**config.mk**
```make
export PLATFORM = sky130hd
export DESIGN_NAME = intr_cpu_agent
export DESIGN_NICKNAME = d
export VERILOG_FILES = /design/src/rtl/intr_pkg.sv /design/src/rtl/intr_apb_master.sv /design/src/rtl/intr_cpu_agent.sv
export SDC_FILE = /design/constraint.sdc
export NUM_CORES = 1
export LEC_CHECK = 0
export ABC_AREA = 1
export CORE_MARGIN = 5
export CORE_UTILIZATION = 30
export CTS_CLUSTER_DIAMETER = 80
export DETAILED_ROUTE_END_ITERATION = 8
export DONT_BUFFER_PORTS = 1
export PLACE_DENSITY = 0.45
export RECOVER_POWER = 50
export SLEW_MARGIN = 20
export SYNTH_ARGS = -nofsm -noshare
export SYNTH_HDL_FRONTEND = slang
export SYNTH_SLANG_ARGS = --single-unit
```
**constraint.sdc**
```tcl
create_clock -name pclk_i -period 1.8 [get_ports pclk_i]
set_input_delay 0.36 -clock pclk_i [delete_from_list [all_inputs] [get_ports pclk_i]]
set_output_delay 0.36 -clock pclk_i [all_outputs]
set_load 0.01 [all_outputs]
```
**src/rtl/intr_pkg.sv**
```systemverilog
// Shared constants and one-hot state encodings for the CPU-side interrupt agent.
package intr_pkg;
  localparam int NUM_INTR_DEF = 16;
  localparam int TIMEOUT_DEF  = 16;
  localparam int IDX_W        = $clog2(NUM_INTR_DEF);

  typedef enum logic [2:0] {
    CFG_IDLE   = 3'b001,
    CFG_ACCESS = 3'b010,
    CFG_DONE   = 3'b100
  } cfg_state_e;

  typedef enum logic [4:0] {
    SVC_IDLE   = 5'b00001,
    SVC_PEND   = 5'b00010,
    SVC_ACTIVE = 5'b00100,
    SVC_RETIRE = 5'b01000,
    SVC_DRAIN  = 5'b10000
  } svc_state_e;
endpackage

```
**src/rtl/intr_apb_master.sv**
```systemverilog
// Config-side bus master: one access per request, ack 1 cycle after pready (or timeout).
// Requests arriving while busy are dropped; bad indices ack next cycle with no bus access.
module intr_apb_master
  import intr_pkg::*;
#(
  parameter int NUM_INTR = NUM_INTR_DEF,
  parameter int TIMEOUT  = TIMEOUT_DEF
) (
  input  logic       clk_i,
  input  logic       rst_n_i,
  input  logic       req_i,
  input  logic       write_i,
  input  logic [7:0] idx_i,
  input  logic [7:0] wdata_i,
  output logic       ack_o,
  output logic       err_o,
  output logic [7:0] rdata_o,
  output logic [7:0] paddr_o,
  output logic [7:0] pwdata_o,
  output logic       pwrite_o,
  output logic       penable_o,
  input  logic [7:0] prdata_i,
  input  logic       pready_i
);
  localparam int CNT_W = $clog2(TIMEOUT) + 1;

  cfg_state_e       state_q;
  logic [CNT_W-1:0] tmo_q;
  logic             ack_q, err_q, pwrite_q, penable_q;
  logic [7:0]       rdata_q, paddr_q, pwdata_q;

  always_ff @(posedge clk_i or negedge rst_n_i) begin
    if (!rst_n_i) begin
      state_q   <= CFG_IDLE;
      tmo_q     <= '0;
      ack_q     <= 1'b0;
      err_q     <= 1'b0;
      rdata_q   <= '0;
      paddr_q   <= '0;
      pwdata_q  <= '0;
      pwrite_q  <= 1'b0;
      penable_q <= 1'b0;
    end else begin
      ack_q <= 1'b0;
      err_q <= 1'b0;
      unique case (state_q)
        CFG_IDLE: begin
          if (req_i) begin
            if (int'(idx_i) >= NUM_INTR) begin
              state_q <= CFG_DONE;
              ack_q   <= 1'b1;
              err_q   <= 1'b1;
            end else begin
              state_q   <= CFG_ACCESS;
              penable_q <= 1'b1;
              paddr_q   <= idx_i;
              pwdata_q  <= wdata_i;
              pwrite_q  <= write_i;
              tmo_q     <= '0;
            end
          end
        end
        CFG_ACCESS: begin
          // A late pready wins over the timeout on the same edge.
          if (pready_i) begin
            state_q   <= CFG_DONE;
            penable_q <= 1'b0;
            ack_q     <= 1'b1;
            if (!pwrite_q) rdata_q <= prdata_i;
          end else if (tmo_q == CNT_W'(TIMEOUT - 1)) begin
            state_q   <= CFG_DONE;
            penable_q <= 1'b0;
            ack_q     <= 1'b1;
            err_q     <= 1'b1;
          end else begin
            tmo_q <= tmo_q + CNT_W'(1);
          end
        end
        CFG_DONE: state_q <= CFG_IDLE;
        default:  state_q <= CFG_IDLE;
      endcase
    end
  end

  assign ack_o     = ack_q;
  assign err_o     = err_q;
  assign rdata_o   = rdata_q;
  assign paddr_o   = paddr_q;
  assign pwdata_o  = pwdata_q;
  assign pwrite_o  = pwrite_q;
  assign penable_o = penable_q;
endmodule

```
**src/rtl/intr_cpu_agent.sv**
```systemverilog
// CPU-side interrupt agent: config master plus IRQ service tracking (IRQ 1 cycle after offer,
// serviced pulse 1 cycle after done); offers are only taken when idle and enabled.
module intr_cpu_agent
  import intr_pkg::*;
#(
  parameter int NUM_INTR = NUM_INTR_DEF,
  parameter int TIMEOUT  = TIMEOUT_DEF
) (
  input  logic             pclk_i,
  input  logic             prst_n_i,
  output logic [7:0]       paddr_o,
  output logic [7:0]       pwdata_o,
  input  logic [7:0]       prdata_i,
  output logic             pwrite_o,
  output logic             penable_o,
  input  logic             pready_i,
  input  logic             cfg_req_i,
  input  logic             cfg_write_i,
  input  logic [7:0]       cfg_idx_i,
  input  logic [7:0]       cfg_wdata_i,
  output logic             cfg_ack_o,
  output logic [7:0]       cfg_rdata_o,
  output logic             cfg_err_o,
  input  logic             intr_valid_i,
  input  logic [IDX_W-1:0] intr_to_service_i,
  output logic             intr_serviced_o,
  input  logic             irq_en_i,
  output logic             irq_o,
  output logic [IDX_W-1:0] irq_id_o,
  input  logic             irq_ack_i,
  input  logic             irq_done_i,
  output logic [15:0]      serviced_cnt_o
);
  svc_state_e       svc_q;
  logic             irq_q, serviced_q;
  logic [IDX_W-1:0] irq_id_q;
  logic [15:0]      cnt_q;

  intr_apb_master #(.NUM_INTR(NUM_INTR), .TIMEOUT(TIMEOUT)) u_apb (
    .clk_i     (pclk_i),
    .rst_n_i   (prst_n_i),
    .req_i     (cfg_req_i),
    .write_i   (cfg_write_i),
    .idx_i     (cfg_idx_i),
    .wdata_i   (cfg_wdata_i),
    .ack_o     (cfg_ack_o),
    .err_o     (cfg_err_o),
    .rdata_o   (cfg_rdata_o),
    .paddr_o   (paddr_o),
    .pwdata_o  (pwdata_o),
    .pwrite_o  (pwrite_o),
    .penable_o (penable_o),
    .prdata_i  (prdata_i),
    .pready_i  (pready_i)
  );

  always_ff @(posedge pclk_i or negedge prst_n_i) begin
    if (!prst_n_i) begin
      svc_q      <= SVC_IDLE;
      irq_q      <= 1'b0;
      irq_id_q   <= '0;
      serviced_q <= 1'b0;
      cnt_q      <= '0;
    end else begin
      serviced_q <= 1'b0;
      unique case (svc_q)
        SVC_IDLE: begin
          if (intr_valid_i && irq_en_i) begin
            svc_q    <= SVC_PEND;
            irq_q    <= 1'b1;
            irq_id_q <= intr_to_service_i;
          end
        end
        SVC_PEND: begin
          if (irq_ack_i) begin
            irq_q <= 1'b0;
            if (irq_done_i) begin
              svc_q      <= SVC_RETIRE;
              serviced_q <= 1'b1;
              cnt_q      <= cnt_q + 16'd1;
            end else begin
              svc_q <= SVC_ACTIVE;
            end
          end
        end
        SVC_ACTIVE: begin
          if (irq_done_i) begin
            svc_q      <= SVC_RETIRE;
            serviced_q <= 1'b1;
            cnt_q      <= cnt_q + 16'd1;
          end
        end
        SVC_RETIRE: svc_q <= SVC_DRAIN;
        // Hold off until the controller withdraws the offer we just serviced.
        SVC_DRAIN:  if (!intr_valid_i) svc_q <= SVC_IDLE;
        default:    svc_q <= SVC_IDLE;
      endcase
    end
  end

  assign irq_o           = irq_q;
  assign irq_id_o        = irq_id_q;
  assign intr_serviced_o = serviced_q;
  assign serviced_cnt_o  = cnt_q;
endmodule

```
Word level (Yosys, flattened, before mapping):

Index checks and enable logic that the tools add are counted.

* add/subtract/negate cells: 2
* magnitude comparators: 1
* eq/ne operators: 17
* multiplexer cells: 37
* bitwise gates (word level): 2
* reductions and logical operators: 13

Operators by type and width (number)
* two-way mux 5 bit: 8
* two-way mux 16 bit: 2
* case mux 16 bit (2 select lines): 1
* case mux 5 bit (5 select lines): 1
* adder 16 x 1 -> 16 bit, second input constant: 1
* inequality test 2 bit, second input constant: 8
* two-way mux 1 bit: 13
* two-way mux 3 bit: 4
* == test 5 x 4 -> 1 bit, second input constant: 2
* case mux 1 bit (2 select lines): 5
* case mux 5 bit (2 select lines): 1
* AND reduction 3 bit: 3
* >= comparator 8 x 5 -> 1 bit, second input constant: 1
* AND reduction 4 bit: 2
* case mux 3 bit (2 select lines): 1
* AND reduction 2 bit: 3
* nonzero test 2 bit: 3
* adder 5 x 1 -> 5 bit, second input constant: 1
* == test 5 x 1 -> 1 bit, second input constant: 1
* == test 5 x 2 -> 1 bit, second input constant: 1
* == test 5 x 3 -> 1 bit, second input constant: 1
* == test 5 bit, second input constant: 1
* AND reduction 5 bit: 1
* two-way mux 4 bit: 1
* other kinds (5): 6

* flip-flop bits (word level): 63
* input port bits: 37

Longest topological paths before layout:

* depth in word-level cells: 4
* mapped depth: 9

Cells and area by module:

From an unflattened synthesis, not the netlist that was laid out.

* cells, all modules: 378
* area, all modules: 3036.7 um^2

Modules (own cells, without submodules)
* intr_apb_master: times used 1, cells each 174, area each 1536.5 um^2
* intr_cpu_agent: times used 1, cells each 204, area each 1500.2 um^2

Worst setup path before layout:

Ideal clock, no wire load.

* path kind: flip-flop to flip-flop
* start point: register u_apb.tmo_q[0]
* end point: register u_apb.tmo_q[2]
* setup time: 0.065 ns
* arrival time: 1.575 ns
* setup slack: 0.160 ns
* cell stages (with the launch flop): 9
* period minus slack after synthesis: 1.640 ns
* path through: dfrtp_1 -> ha_1 -> and3_1 -> ha_1 -> nor2_1 -> nand2_1 -> nand2_2 -> nand3_1 -> nand2_1

* longest elaborated chain between the ends: 4
* elaborated cells between the ends (all ways): 7

RTL lines
* start, declared: RTL line intr_apb_master.sv:28 `logic [CNT_W-1:0] tmo_q;`
* start signal, assigned: RTL line intr_apb_master.sv:76 `tmo_q <= tmo_q + CNT_W'(1);`
* adder 5 x 1 -> 5 bit: RTL line intr_apb_master.sv:76
* two-way mux 5 bit: RTL line intr_apb_master.sv:70 `end else if (tmo_q == CNT_W'(TIMEOUT - 1)) begin`
* two-way mux 5 bit: RTL line intr_apb_master.sv:65 `if (pready_i) begin`
* case mux 5 bit (2 select lines): RTL line intr_apb_master.sv:46 `unique case (state_q)`

Several ways; a longest one is shown, not always the timed one. The select of a mux whose other input is x is not followed.
A chain may end at the register's enable or synchronous reset.

Final worst setup path:

Ends and elaborated chain as after synthesis.

==> impl_metrics.yaml <==
floorplan:
  start_util_pct: 30.5
  ios: 87
  core_area_sq_um: 9680
  die_h_um: 109
  dieArea_sq_um: 11900
  num_rows: 36
  die_w_um: 109
synth:
  synth_cell_types: 32
  synth_ff_type: "dfrtp_1"
  synth-seq-area-share_pct: 53.4
  synthArstFlopShare_pct: 100
  synth-compound-area-share_pct: 3.17
  synth_simple_gate_area_share_pct: 33.6
  synthAdderAreaFrac_pct: 1.27
  muxShareOfSynthArea_pct: 0
  synth_edf_count: 0
  synth.cell_area_sq_um: 2960
  ys_ff_latch: 63
  ys_warn_count: 0
  synthXorXnorAreaFrac_pct: 2.62
  synthCells: 354
  synth_top_family_by_area: "simple AND/OR/NAND/NOR gates"
  avgSynthCellArea_sq_um: 8.36
  syn-num-nets: 394
sta:
  period_share_pct: 90.3
  setup_violations: 0
  rsz0062_at_grt: "no"
  max_freq_ghz: 0.615
  worst_pin_slew_ns: 0.348
  min_period_ns: 1.63
  slew-limit-headroom_pct: 76.7
  drv_slew: 0
  final_hold_viol_count: 63
  skew_ns: 0.0101
  tns_ns: 0
  whs_ns: -0.287
detailed_routing:
  viasPerCell: 4.52
  drtAntennaViolNets: 0
  dr.pass1.iters: 4
  drt_drc_violations_left: 0
  drt_iter0_drc: 95
  wl_um: 6700
  post_drt_wl_per_cell_um: 13.3
  vias: 2279
grt:
  grt_pass1_wl_um: 11000
  grt_pass1_vias: 2172
  grt_overflow: 0
  grt_use_total_pct: 12.0
  grt_max_degree: 64
  antenna_found_initial: 0
placement:
  placed_cells: 488
  place_congestion: 0.827
  portBuffers: 0
  place_hpwl_um: 4830
  place_area_sq_um: 3110
layout:
  drive_gt1_share_pct: 10.2
  final_nets: 407
  antennaDiodeCount: 0
  finalNonFillerCells: 504
  fin_area_sq_um: 3280
  area_growth_pct: 10.7
  fin_util_pct: 33.8
power:
  p_int_w: 0.00273
  pwr-share-seq_pct: 55.8
  p_leak_nw: 1.66
  p_comb_share_pct: 19.5
  power.density_nw_per_um2: 1310
  power.share.switching_pct: 36.3
  ir_drop_v: 0.000428
  p_clk_share_pct: 24.7
  p_sw_w: 0.00156
setup_path:
  cp-end-kind: "flop"
  critical_path_class: "reg2reg"
  rr_worst_depth: 8
  r2r-start: "u_apb.tmo_q[0]$_DFFE_PN0P_"
  critPathMaxFanout: 5
  crit_required_ns: 2.08
  reg2reg_setup_slack_ns: 0.17
  endpoint: "u_apb.tmo_q[2]$_DFFE_PN0P_"
  reg2reg_to: "u_apb.tmo_q[2]$_DFFE_PN0P_"
  cp-startpoint: "u_apb.tmo_q[0]$_DFFE_PN0P_"
  critPathLaunchType: "flop"
  crit_arrival_ns: 1.90
clocking:
  clockRootBuffer: "clkbuf_8"
  insertion_delay_ns: 0.34
  tritoncts: "yes"
  clk_transition_reported_paths_ns: 0.07
  h-tree-depth: 3
  cts_buffer_depth: 2
  cts_inserted_buffers: 9
  cts_num_sinks: 63
outcome:
  violations: "hold timing"
  status: "complete, but fails checks"
hold_path:
  hp-class: "in2async"
run:
  cap_violations: 0
==> worst min path at each step <==
stage,cells past startpoint,slack [ns],startpoint,end
floorplan,0,0.06,prst_n_i,intr_serviced_o$_DFF_PN0_
global placement,0,0.07,prst_n_i,irq_o$_DFFE_PN0P_
detailed placement,0,0.07,prst_n_i,irq_o$_DFFE_PN0P_
CTS,0,-0.31,prst_n_i,intr_serviced_o$_DFF_PN0_
global route,0,-0.33,prst_n_i,u_apb.rdata_o[7]$_DFFE_PN0P_
finish,0,-0.29,prst_n_i,serviced_cnt_o[12]$_DFFE_PN0P_
==> cell type report <==
cell class | instances | area [sq um]
Tap cell | 133 | 166
Multi-Input combinational cell | 255 | 1200
Clock inverter | 1 | 5.00
Fill cell | 1035 | 6410
Timing Repair Buffer | 7 | 52.6
Sequential cell | 63 | 1580
Clock buffer | 14 | 153
Inverter | 31 | 119
==> metrics by stage <==
step / power [W] / hold WS [ns] / setup slack [ns]
finish: 0.00428 / -0.287 / 0.174
global route: 0.00463 / -0.326 / 0.00492
CTS: 0.00438 / -0.314 / 0.107
detailed placement: 0.00329 / 0.0661 / 0.119
global placement: 0.00327 / 0.0660 / 0.182
floorplan: 0.00299 / 0.0644 / 0.160
==> registers in the layout, indices dropped and copies added, names as in the netlist <==
register / cells
irq_o: 1
u_apb.penable_o: 1
u_apb.paddr_o: 8
irq_id_o: 4
svc_q: 5
u_apb.pwrite_o: 1
serviced_cnt_o: 16
u_apb.pwdata_o: 8
u_apb.rdata_o: 8
intr_serviced_o: 1
u_apb.ack_o: 1
u_apb.tmo_q: 5
u_apb.state_q: 3
u_apb.err_o: 1
==> layer usage <==
| metal | global-route usage [%] | wire, um | up-vias | share of wire (%) |
|---|---|---|---|---|
| met5 | 0 | 0 | - | 0 |
| met4 | 6.95 | 123 | 0 | 1.8 |
| met3 | 4.40 | 525 | 10 | 7.8 |
| met2 | 18.6 | 3180 | 59 | 47 |
| met1 | 14.4 | 2880 | 1072 | 43 |
| li1 | - | - | 1138 | - |
==> power by group through the flow <==
stage	clock, W	sequential, W	combinational [W]
after detailed placement	0	0.00243	0.000854
final	0.00106	0.00239	0.000834
after floorplan	0	0.00233	0.000661
after CTS	0.00112	0.00241	0.000854
after global routing	0.00118	0.00246	0.000990
after global placement	0	0.00244	0.000831
==> cells by family after synthesis <==
group | count (synthesis)
flops | 63
simple gates | 226
compound gates | 18
xor+xnor | 8
fa+ha+maj | 3
buf+inv | 36
==> synthesized netlist by cell type (all sizes together) (5+ instances only) <==
cell	n	area, sq um
nand2	147	569
dfrtp	61	1530
buf	5	56.3
nand3	29	155
xor2	5	51.3
nand4	9	62.6
nor2	34	153
o21ai	14	70.1
inv	31	119
==> cells in the final DEF, fill, tap and decap left out, types with 4 or more instances in the layout <==
| master | n |
|---|---|
| nor2_1 | 26 |
| o21ai_0 | 11 |
| buf_4 | 7 |
| clkbuf_8 | 10 |
| nor2_2 | 7 |
| nand2_1 | 143 |
| clkbuf_1 | 4 |
| xor2_1 | 4 |
| nand4_1 | 8 |
| nand3_1 | 28 |
| dfrtp_1 | 61 |
| inv_1 | 29 |
==> critical path, stage by stage, from the launching register on <==
cell,delay [ns]
dfrtp_1,0.41
ha_1,0.23
and3_1,0.19
ha_1,0.21
nor2_2,0.14
nand2_2,0.10
nand2_2,0.13
nand3_1,0.08
nand2_1,0.07
==> repair_timing <==
| action | CTS | global route |
|---|---|---|
| endpoints found under the setup margin | 0 | 3 |
| gates resized for setup | 0 | 2 |
| buffers inserted | 0 | 1 |
| hold endpoints to repair | 63 | 63 |
Power figures use the tool's default switching activity.
